==> src/rtl/countdown_pkg.sv <==
// Shared definitions for the countdown timer: FSM states, BCD limits,
// the packed mm:ss time word and the preset clamp helper.
package countdown_pkg;

  localparam int DIGIT_W = 4;
  localparam logic [DIGIT_W-1:0] BCD_MAX      = 4'd9;
  localparam logic [DIGIT_W-1:0] SEC_TENS_MAX = 4'd5;

  typedef enum logic [1:0] {
    ST_IDLE  = 2'd0,
    ST_RUN   = 2'd1,
    ST_PAUSE = 2'd2,
    ST_DONE  = 2'd3
  } state_e;

  // Count held as four BCD digits, minutes tens down to seconds ones.
  typedef struct packed {
    logic [DIGIT_W-1:0] m10;
    logic [DIGIT_W-1:0] m1;
    logic [DIGIT_W-1:0] s10;
    logic [DIGIT_W-1:0] s1;
  } bcd_time_t;

  function automatic logic [DIGIT_W-1:0] clamp_digit(input logic [DIGIT_W-1:0] d,
                                                     input logic [DIGIT_W-1:0] lim);
    return (d > lim) ? lim : d;
  endfunction

endpackage

==> src/rtl/countdown_prescaler.sv <==
// Divides clk down to a one-cycle tick every CLK_HZ enabled cycles.
// Holds its phase while disabled so a paused countdown resumes mid-second.
module countdown_prescaler #(
  parameter int CLK_HZ = 1000
) (
  input  logic clk,
  input  logic reset_n,
  input  logic en,
  input  logic clr,
  output logic tick
);

  localparam int CNT_W = (CLK_HZ > 1) ? $clog2(CLK_HZ) : 1;
  localparam logic [CNT_W-1:0] LAST = CNT_W'(CLK_HZ - 1);

  logic [CNT_W-1:0] cnt_q, cnt_d;

  assign tick = en && (cnt_q == LAST);

  // Next phase: clear wins, otherwise advance and wrap while enabled.
  always_comb begin
    cnt_d = cnt_q;
    if (clr)     cnt_d = '0;
    else if (en) cnt_d = tick ? '0 : cnt_q + CNT_W'(1);
  end

  // Phase register.
  always_ff @(posedge clk or negedge reset_n) begin
    if (!reset_n) cnt_q <= '0;
    else          cnt_q <= cnt_d;
  end

endmodule

==> src/rtl/countdown_timer.sv <==
// mm:ss BCD countdown timer with load/start/pause strobes and a one-cycle
// ring pulse on expiry. Define COUNTDOWN_AUTO_RELOAD_EN to make expiry
// reload the last accepted preset and keep running instead of stopping.
module countdown_timer #(
  parameter int CLK_HZ = 1000
) (
  input  logic       clk,
  input  logic       reset_n,
  input  logic       load,
  input  logic [7:0] preset_min,
  input  logic [7:0] preset_sec,
  input  logic       start,
  input  logic       pause,
  output logic [7:0] min_bcd,
  output logic [7:0] sec_bcd,
  output logic       running,
  output logic       ring
);
  import countdown_pkg::*;

  state_e    state_q;
  bcd_time_t cnt_q, cnt_dec, preset_c;
  logic      running_q, ring_q;
  logic      load_ok, start_ok, cnt_zero, tick, expire, psc_clr;

  // One second off the count with BCD borrows; saturates at 00:00.
  function automatic bcd_time_t bcd_dec(input bcd_time_t t);
    bcd_time_t r;
    r = t;
    if (t != '0) begin
      if (t.s1 != '0) r.s1 = t.s1 - 4'd1;
      else begin
        r.s1 = BCD_MAX;
        if (t.s10 != '0) r.s10 = t.s10 - 4'd1;
        else begin
          r.s10 = SEC_TENS_MAX;
          if (t.m1 != '0) r.m1 = t.m1 - 4'd1;
          else begin
            r.m1  = BCD_MAX;
            r.m10 = t.m10 - 4'd1;
          end
        end
      end
    end
    return r;
  endfunction

  // Preset sanitising, strobe qualification and the decremented count.
  always_comb begin
    preset_c.m10 = clamp_digit(preset_min[7:4], BCD_MAX);
    preset_c.m1  = clamp_digit(preset_min[3:0], BCD_MAX);
    preset_c.s10 = clamp_digit(preset_sec[7:4], SEC_TENS_MAX);
    preset_c.s1  = clamp_digit(preset_sec[3:0], BCD_MAX);
    cnt_dec  = bcd_dec(cnt_q);
    cnt_zero = (cnt_q == '0);
    load_ok  = load && (state_q != ST_RUN);
    start_ok = start && !pause && !load;
    expire   = tick && !cnt_zero && (cnt_dec == '0);
    psc_clr  = load_ok || ((state_q == ST_IDLE) && start_ok && !cnt_zero);
  end

  countdown_prescaler #(.CLK_HZ(CLK_HZ)) u_psc (
    .clk     (clk),
    .reset_n (reset_n),
    .en      (state_q == ST_RUN),
    .clr     (psc_clr),
    .tick    (tick)
  );

`ifdef COUNTDOWN_AUTO_RELOAD_EN
  bcd_time_t shadow_q;

  // Last accepted preset, replayed into the count on expiry.
  always_ff @(posedge clk or negedge reset_n) begin
    if (!reset_n)     shadow_q <= '0;
    else if (load_ok) shadow_q <= preset_c;
  end
`endif

  // Control FSM with registered count, running and ring outputs.
  always_ff @(posedge clk or negedge reset_n) begin
    if (!reset_n) begin
      state_q   <= ST_IDLE;
      cnt_q     <= '0;
      running_q <= 1'b0;
      ring_q    <= 1'b0;
    end else begin
      ring_q <= 1'b0;
      case (state_q)
        ST_IDLE: begin
          if (load_ok) cnt_q <= preset_c;
          else if (start_ok && !cnt_zero) begin
            state_q   <= ST_RUN;
            running_q <= 1'b1;
          end
        end
        ST_RUN: begin
          if (tick)   cnt_q  <= cnt_dec;
          if (expire) ring_q <= 1'b1;
`ifdef COUNTDOWN_AUTO_RELOAD_EN
          if (expire && (shadow_q != '0)) begin
            cnt_q <= shadow_q;
            if (pause) begin
              state_q   <= ST_PAUSE;
              running_q <= 1'b0;
            end
          end else
`endif
          if (expire) begin
            state_q   <= ST_DONE;
            running_q <= 1'b0;
          end else if (pause) begin
            state_q   <= ST_PAUSE;
            running_q <= 1'b0;
          end
        end
        ST_PAUSE: begin
          if (load_ok) begin
            cnt_q   <= preset_c;
            state_q <= ST_IDLE;
          end else if (start_ok) begin
            state_q   <= ST_RUN;
            running_q <= 1'b1;
          end
        end
        ST_DONE: begin
          if (load_ok) begin
            cnt_q   <= preset_c;
            state_q <= ST_IDLE;
          end
        end
        default: state_q <= ST_IDLE;
      endcase
    end
  end

  assign min_bcd = {cnt_q.m10, cnt_q.m1};
  assign sec_bcd = {cnt_q.s10, cnt_q.s1};
  assign running = running_q;
  assign ring    = ring_q;

endmodule

==> config.mk <==
export PLATFORM = sky130hd
export DESIGN_NAME = countdown_timer
export DESIGN_NICKNAME = d
export VERILOG_FILES = /design/src/rtl/countdown_pkg.sv /design/src/rtl/countdown_prescaler.sv /design/src/rtl/countdown_timer.sv
export SDC_FILE = /design/constraint.sdc
export NUM_CORES = 1
export LEC_CHECK = 0
export CORE_MARGIN = 4
export CORE_UTILIZATION = 48
export CTS_BUF_LIST = sky130_fd_sc_hd__clkbuf_4
export CTS_CLUSTER_SIZE = 30
export DETAILED_ROUTE_END_ITERATION = 10
export PLACE_DENSITY = 0.78
export SLEW_MARGIN = 30
export SYNTH_ARGS = -nofsm -noshare
export SYNTH_HDL_FRONTEND = slang
export SYNTH_SLANG_ARGS = --single-unit
==> constraint.sdc <==
create_clock -name clk -period 2.3 [get_ports clk]
set_clock_uncertainty 0.05 [all_clocks]
set_input_delay 0.23 -clock clk [delete_from_list [all_inputs] [get_ports clk]]
set_output_delay 0.23 -clock clk [all_outputs]
set_load 0.03 [all_outputs]
==> impl_metrics.ini, run 1 <==
[status]
outcome = finished clean

[yosys]
ys_ff_latch = 30
postSynthAreaPerCell_um2 = 8.46
yosys.area.top_type = dfrtp_1
ys_top_cells_by_area = dfrtp_1 (39%), o21ai_0 (7.8%), nor2_1 (5.4%)
synthFlopType = dfrtp_1
syn_nets = 252
yosysTopAreaCellShare = 0.389
synth_common_cells = dfrtp_1 (30), o21ai_0 (30), nor2_1 (28)
synthesis.area_um2 = 1930
synthCells = 228
synth-async-reset-ratio = 1.00
synth_edf_count = 0
ys_seq_area_frac = 0.389
yosys_warnings = 0
synth.distinct_cells = 51

[clocking]
clock_path_buffers = 2
cts-htree-levels = 2
insertion_delay_ns = 0.33
numCtsBuffers = 5
clock_sinks = 30
ctsHoldBuffers = 0
root_buffer = clkbuf_4
cts_tree = built
clkTransAtPathRegs_ns = 0.09

[setup_path]
crit_path_start_kind = register
crit_type = reg -> reg
cp.required_ns = 2.53
reg2regPathDepth = 6
worstReg2RegStart = sec_bcd[0]
crit_path_end_kind = register
rr_endpoint = ring
cp.arrival_ns = 2.49
crit_fanout = 4
r2r_slack_ns = 0.04

[die]
row_count = 22
dieArea_um2 = 5100
dieHeight_um = 71.4
io_pins = 39
die_w_um = 71.4
start_util = 0.512
core_um2 = 3770

[job]
max-cap-violations = 0

[routing]
dr.pass1.iters = 4
drtIter0Drc = 97
drtAntennaViolNets = 0
via_per_inst = 5.58
routed_wl_mm = 5.08
drcViolationCount = 0
vias = 1919
post_drt_wl_per_cell_um = 14.8

[power]
switching_share = 0.382
seq_power_share = 0.378
p_per_area_nw_per_um2 = 656
power_frac_clock = 0.191
power.internal_w = 0.00109
ir_drop_v = 0.000513
comb_power_share = 0.431
power_w = 0.00176
p_switching_w = 0.000671
p_leak_nw = 1.08

[placed_design]
dp_slack_ns = 0.00732
dpl_cell_area_um2 = 2550
dp_hpwl_mm = 3.72
place_congestion = 0.803
io_buffer_count = 38

[cells_and_area]
synthToLayoutAreaGrowth_pct = 38.8
antenna_cells = 0
fin_area_um2 = 2680
fin_nets = 319
drive_above_1_share = 0.206

[global_route]
track_usage = 0.205
grt_pass1_wl_mm = 8.35
grt-ovfl-total = 0
antenna_found_initial = 0
grt_pass1_vias = 1849
grt_max_degree = 31

[timing]
worst_slew_pin_slew_ns = 0.470
layout_setup_ws_ns = 0.0371
fin_tns_setup_ns = 0
setup_violations = 0
rsz0062_at_grt = yes
slew_viol_final = 0
max_freq_ghz = 0.442
finalCriticalPeriod_ns = 2.26
hold_violations = 0
period_share = 0.984
relSlewSlack = 0.679

[hold_path]
hold_path_class = in -> async
through the flow:
step | utilization | instances | hold slack, ns
6_report | 0.710 | 344 | 0.237
3_3_place_gp | 0.677 | 331 | 0.455
4_1_cts | 0.696 | 339 | 0.239
5_1_grt | 0.710 | 344 | 0.257
3_5_place_dp | 0.677 | 331 | 0.464
2_1_floorplan | - | 228 | -0.116
layout make-up:
type / instances / area [um^2]
Clock buffer: 8 / 60.1
Fill cell: 287 / 1090
Inverter: 7 / 26.3
Multi-Input combinational cell: 180 / 1150
Sequential cell: 30 / 757
Tap cell: 48 / 60.1
Timing Repair Buffer: 71 / 628
routing by layer:
metal / track usage / vias to the layer above / share of wire
met5: 0 / - / 0
met1: 0.268 / 896 / 0.46
li1: - / 973 / -
met3: 0.0337 / 7 / 0.039
met4: 0.0772 / 0 / 0.015
met2: 0.340 / 43 / 0.49
sequential cells by signal (all words and copies together) (netlist names):
register     count
sec_bcd          8
state_q          2
running          1
min_bcd          8
ring             1
u_psc.cnt_q     10
power by group through the flow:
| stage | Combinational (W) | Clock (W) | Sequential [W] |
|---|---|---|---|
| final | 0.000758 | 0.000335 | 0.000666 |
| after global routing | 0.000816 | 0.000359 | 0.000677 |
| after CTS | 0.000731 | 0.000342 | 0.000664 |
| after detailed placement | 0.000721 | 0 | 0.000674 |
| after global placement | 0.000712 | 0 | 0.000671 |
| after floorplan | 0.000268 | 0 | 0.000795 |
cells by family after synthesis:
logic type | share of synthesized area
AOI/OAI and AO/OA | 0.265
xor gates and xnor gates | 0.0272
adders and majority gates | 0.0195
buffers and inverters | 0.0357
DFF | 0.389
muxes | 0.0162
and+or+nand+nor | 0.247
cells in the final DEF, fill, tap and decap left out, types with 7 or more instances in the layout:
| cell type | Yosys | final |
|---|---|---|
| a21oi_1 | 18 | 18 |
| nor3_1 | 11 | 11 |
| dfrtp_1 | 30 | 25 |
| inv_1 | 7 | 7 |
| nand2_1 | 18 | 18 |
| buf_4 | 0 | 33 |
| o21ai_0 | 30 | 30 |
| clkbuf_4 | 0 | 8 |
| nor2_1 | 28 | 28 |
| clkdlybuf4s50_1 | 0 | 38 |
critical path, stage by stage, from the launching register on:
cell and delay (ns):
dfrtp_2 0.44, nor3_4 0.24, nand4b_4 0.16, or4b_4 0.56, mux2i_2 0.18, a2111oi_4 0.40
buf_4 0.18
how the worst max path moves through the flow:
stage | endpoint | slack [ns] | cells after the start | start
final | ring | 0.04 | 6 | sec_bcd[0]
after global routing | running | -0.08 | 6 | sec_bcd[0]
after CTS | state_q[1] | 0.06 | 6 | sec_bcd[1]
after detailed placement | state_q[1] | 0.007 | 6 | sec_bcd[2]
after global placement | state_q[1] | 0.06 | 6 | sec_bcd[4]
after floorplan | state_q[1] | -0.09 | 6 | sec_bcd[2]
timing repair:
item	CTS	global route
gates resized for setup	1	3
pin swaps	0	4
cloned	0	0
buffers inserted	0	5
setup endpoints to repair	1	6
No activity file was read; power rests on OpenSTA's default activity.
==> inputs of run 2 (changes only) <==
==> constraint.sdc (replaced) <==
create_clock -name clk -period 2.3 [get_ports clk]
set_clock_uncertainty 0.05 [all_clocks]
set_input_delay 0.46 -clock clk [delete_from_list [all_inputs] [get_ports clk]]
set_output_delay 0.46 -clock clk [all_outputs]
set_load 0.03 [all_outputs]
==> impl_metrics.ini, run 2 (synthesis gave the netlist of run 1 again) <==
[routing]
post_drt_wl_per_cell_um = 14.8
routed_wl_mm = 5.14
dr.pass1.iters = 4
drcViolationCount = 0
vias = 1986
drtAntennaViolNets = 0
drtIter0Drc = 111
via_per_inst = 5.74

[power]
p_per_area_nw_per_um2 = 712
power_w = 0.00194
p_leak_nw = 1.12
ir_drop_v = 0.000642

[die]
io_pins = 39
row_count = 22
start_util = 0.512
die_w_um = 71.4
dieArea_um2 = 5100
core_um2 = 3770
dieHeight_um = 71.4

[timing]
period_share = 0.963
hold_violations = 0
max_freq_ghz = 0.451
relSlewSlack = 0.667
finalCriticalPeriod_ns = 2.22
worst_slew_pin_slew_ns = 0.487
setup_violations = 0
slew_viol_final = 0
fin_tns_setup_ns = 0

[setup_path]
path_cells = nor3_4, nand4b_4, or4b_4, mux2i_1, a2111oi_2, buf_4, o31ai_2
crit_type = reg -> reg
crit_fanout = 4
crit_path_top_delay_cell = or4b_4
path_delay_family = simple AND/OR/NAND/NOR gates
cp.arrival_ns = 2.39
crit_path_end_kind = register
cp.required_ns = 2.47
cpPeakStageDelay_ns = 0.54
path_buf_inv = 1
crit_path_start_kind = register

[cells_and_area]
synthToLayoutAreaGrowth_pct = 41.4
layout.cells.most_common = clkdlybuf4s50_1
antenna_cells = 0
fin_area_um2 = 2730
final_util = 0.723
regMostFlops = u_psc.cnt_q
fin_nets = 321
final_cell_mix = clkdlybuf4s50_1 (38), buf_4 (34), o21ai_0 (30)
largest_register_ffs = 10
drive_above_1_share = 0.208

[placed_design]
dp_hpwl_mm = 3.91
io_buffer_count = 38
dpl_cell_area_um2 = 2580
place_congestion = 0.840

[global_route]
grt_max_degree = 31
grt_pass1_wl_mm = 8.78
antenna_found_initial = 0
grt_pass1_vias = 1902
grt-ovfl-total = 0
track_usage = 0.215

[clocking]
root_buffer = clkbuf_4
numCtsBuffers = 5
clock_sinks = 30
clock_path_buffers = 2
clkTransAtPathRegs_ns = 0.10
cts-htree-levels = 2
insertion_delay_ns = 0.33
cts_tree = built

[status]
outcome = finished clean

[hold_path]
hold_path_class = in -> async

[job]
max-cap-violations = 0
-- run 2: cell types whose count changed in the layout (fill, tap and decap cells not counted), moves of 2 or more --
cell	change
bufinv_16	+2
o31ai_1	-2
clkbuf_4	-3
o31ai_2	+2
-- run 2: final timing paths --
path	slack, ns	to	cells past startpoint	from
max reg2reg	0.08	running	7	sec_bcd[3]
min reg2reg	0.50	u_psc.cnt_q[1]	1	u_psc.cnt_q[1]
max	0.08	running	7	sec_bcd[3]
min in group clk	0.50	u_psc.cnt_q[1]	1	u_psc.cnt_q[1]
max in group asynchronous	1.41	sec_bcd[0]	2	reset_n
min	0.47	u_psc.cnt_q[8]	2	reset_n
-- run 2: where the power goes --
| part | internal [W] | switching (W) | total (W) |
|---|---|---|---|
| logic | 0.000335 | 0.000415 | 0.000750 |
| clock network | 0.000335 | 0.000191 | 0.000526 |
| registers | 0.000594 | 0.0000709 | 0.000665 |
-- run 2: per-stage QoR --
stage / setup slack, ns / hold WS, ns / cells
4_1_cts: 0.0701 / 0.474 / 343
2_1_floorplan: -0.0853 / 0.114 / 228
6_report: 0.0844 / 0.469 / 346
3_5_place_dp: 0.0557 / 0.470 / 335
5_1_grt: -0.0896 / 0.478 / 346
3_3_place_gp: 0.0709 / 0.455 / 335
-- run 2: per-layer routing --
layer  vias up  wire, um  GRT usage
met4         0        46     0.0543
met3         5       233     0.0407
li1        985         -          -
met5         -         0          0
met1       943      2260      0.274
met2        53      2590      0.374
-- run 2: cell type report --
class,count,area [um^2]
clock inverters,3,63.8
inverters,7,26.3
multi-input cells,180,1140
flip-flops and latches,30,757
repair buffers,73,647
clock buffers,5,37.5
fillers,301,1040
well taps,48,60.1
-- run 2: worst register-to-register path, delay by kind of cell, from the launching register on --
family | cells | cell delay (ns)
buf+inv | 1 | 0.18
simple gates | 3 | 0.96
mux | 1 | 0.15
compound gates | 2 | 0.34
flops | 1 | 0.43
-- run 2: repair_timing --
| action | 4_1_cts | 5_1_grt |
|---|---|---|
| resized for setup | 0 | 4 |
| hold buffers | 0 | 0 |
| buffers inserted | 0 | 3 |
| setup endpoints to repair | 0 | 8 |
| endpoints found under the hold margin | 0 | 0 |
==> inputs of run 3 (changes only) <==
Settings changed: ABC_AREA set to 0, CORE_MARGIN 4 to not set.
==> impl_metrics.ini, run 3 (synthesis gave the netlist of run 1 again) <==
[status]
outcome = finished, violations left
violations = setup timing

[clocking]
insertion_delay_ns = 0.33
clock_sinks = 30
numCtsBuffers = 5
clock_path_buffers = 2
cts-htree-levels = 2
clkTransAtPathRegs_ns = 0.10
root_buffer = clkbuf_4
cts_tree = built

[die]
die_w_um = 65.4
row_count = 22
dieArea_um2 = 4280
dieHeight_um = 65.4
core_um2 = 3770
start_util = 0.512
io_pins = 39

[timing]
relSlewSlack = 0.664
rsz0062_at_grt = yes
worst_slew_pin_slew_ns = 0.492
layout_setup_ws_ns = -0.0699
max_freq_ghz = 0.422
fin_tns_setup_ns = -0.181
period_share = 1.03
slew_viol_final = 0
hold_violations = 0
setup_violations = 3
finalCriticalPeriod_ns = 2.37

[placed_design]
place_congestion = 0.879
io_buffer_count = 38
dp.cells = 336
dp_hpwl_mm = 3.74

[setup_path]
cpPeakStageDelay_ns = 0.49
cp.required_ns = 2.47
crit_type = reg -> reg
crit_fanout = 6
crit_path_start_kind = register
crit_path_top_delay_cell = or3_2
crit_path_end_kind = register
path_cells = buf_4, or3_2, o31ai_1, o21ai_0, a2111oi_2, buf_4, o31ai_1
cp.arrival_ns = 2.54

[cells_and_area]
final_util = 0.713
antenna_cells = 0
regMostFlops = u_psc.cnt_q
largest_register_ffs = 10
final_cell_mix = clkdlybuf4s50_1 (38), buf_4 (34), nor2_1 (28), o21ai_0 (28), dfrtp_1 (25)
instances_no_fill = 346
synthToLayoutAreaGrowth_pct = 39.3
fin_nets = 321
layout.cells.most_common = clkdlybuf4s50_1
drive_above_1_share = 0.208

[routing]
routed_wl_mm = 5.11
via_per_inst = 5.81
drcViolationCount = 0
post_drt_wl_per_cell_um = 14.8
drtIter0Drc = 97
dr.pass1.iters = 4
vias = 2009
drtAntennaViolNets = 0

[power]
p_leak_nw = 1.10
ir_drop_v = 0.000465
p_per_area_nw_per_um2 = 637
power_w = 0.00171

[global_route]
grt-ovfl-total = 0
grt_pass1_vias = 1866
grt_max_degree = 31
antenna_found_initial = 0
grt_pass1_wl_mm = 8.37
track_usage = 0.257

[hold_path]
hold_path_class = in -> async

[job]
max-cap-violations = 0
==> run 3: cell count changes in the layout (fill, tap and decap cells not counted), sizes merged <==
cell and delta:
clkinv +2, bufinv -2
==> run 3: final timing paths <==
kind	start	end	slack (ns)	cells past startpoint
worst max-delay path	sec_bcd[1]	running	-0.07	7
worst min-delay path	reset_n	u_psc.cnt_q[7]	0.47	2
worst max register to register	sec_bcd[1]	running	-0.07	7
worst min register to register	u_psc.cnt_q[0]	u_psc.cnt_q[0]	0.48	1
max in group asynchronous	reset_n	sec_bcd[2]	1.42	2
min in group clk	u_psc.cnt_q[0]	u_psc.cnt_q[0]	0.48	1
==> run 3: final cells by class <==
cell class | instances | area (um^2)
Tap cell | 48 | 60.1
Clock inverter | 3 | 11.3
Sequential cell | 30 | 757
Clock buffer | 5 | 37.5
Timing Repair Buffer | 73 | 647
Inverter | 7 | 26.3
Multi-Input combinational cell | 180 | 1150
Fill cell | 301 | 1080
==> run 3: per-stage QoR <==
step	hold WS (ns)	setup slack (ns)	instance area, um^2
final	0.466	-0.0699	2690
after global routing	0.506	-0.181	2690
after CTS	0.480	0.0594	2640
after detailed placement	0.472	0.0242	2590
after global placement	0.456	0.0611	2590
after floorplan	0.114	-0.0853	1950
==> run 3: worst max-delay path: cells and delay by family (launching register included) <==
kind / cells / cell delay (ns)
AOI/OAI and AO/OA: 4 / 0.95
and+or+nand+nor: 1 / 0.49
DFF: 1 / 0.43
buffers and inverters: 2 / 0.34
==> run 3: repair_timing <==
item	4_1_cts	5_1_grt
buffers inserted	0	2
gates resized for setup	0	9
setup endpoints to repair	0	13
hold buffers	0	0
==> run 3: power by group <==
group | internal [W] | switching, W
Combinational | 0.000335 | 0.000415
Sequential | 0.000594 | 0.0000781
Clock | 0.000109 | 0.000182
Total | 0.00104 | 0.000675
==> run 3: per-layer routing <==
metal	GRT usage	wire, um	vias up
li1	-	-	984
met1	0.323	2210	963
met2	0.436	2540	49
met3	0.0417	224	13
met4	0.106	127	0
met5	0	0	-
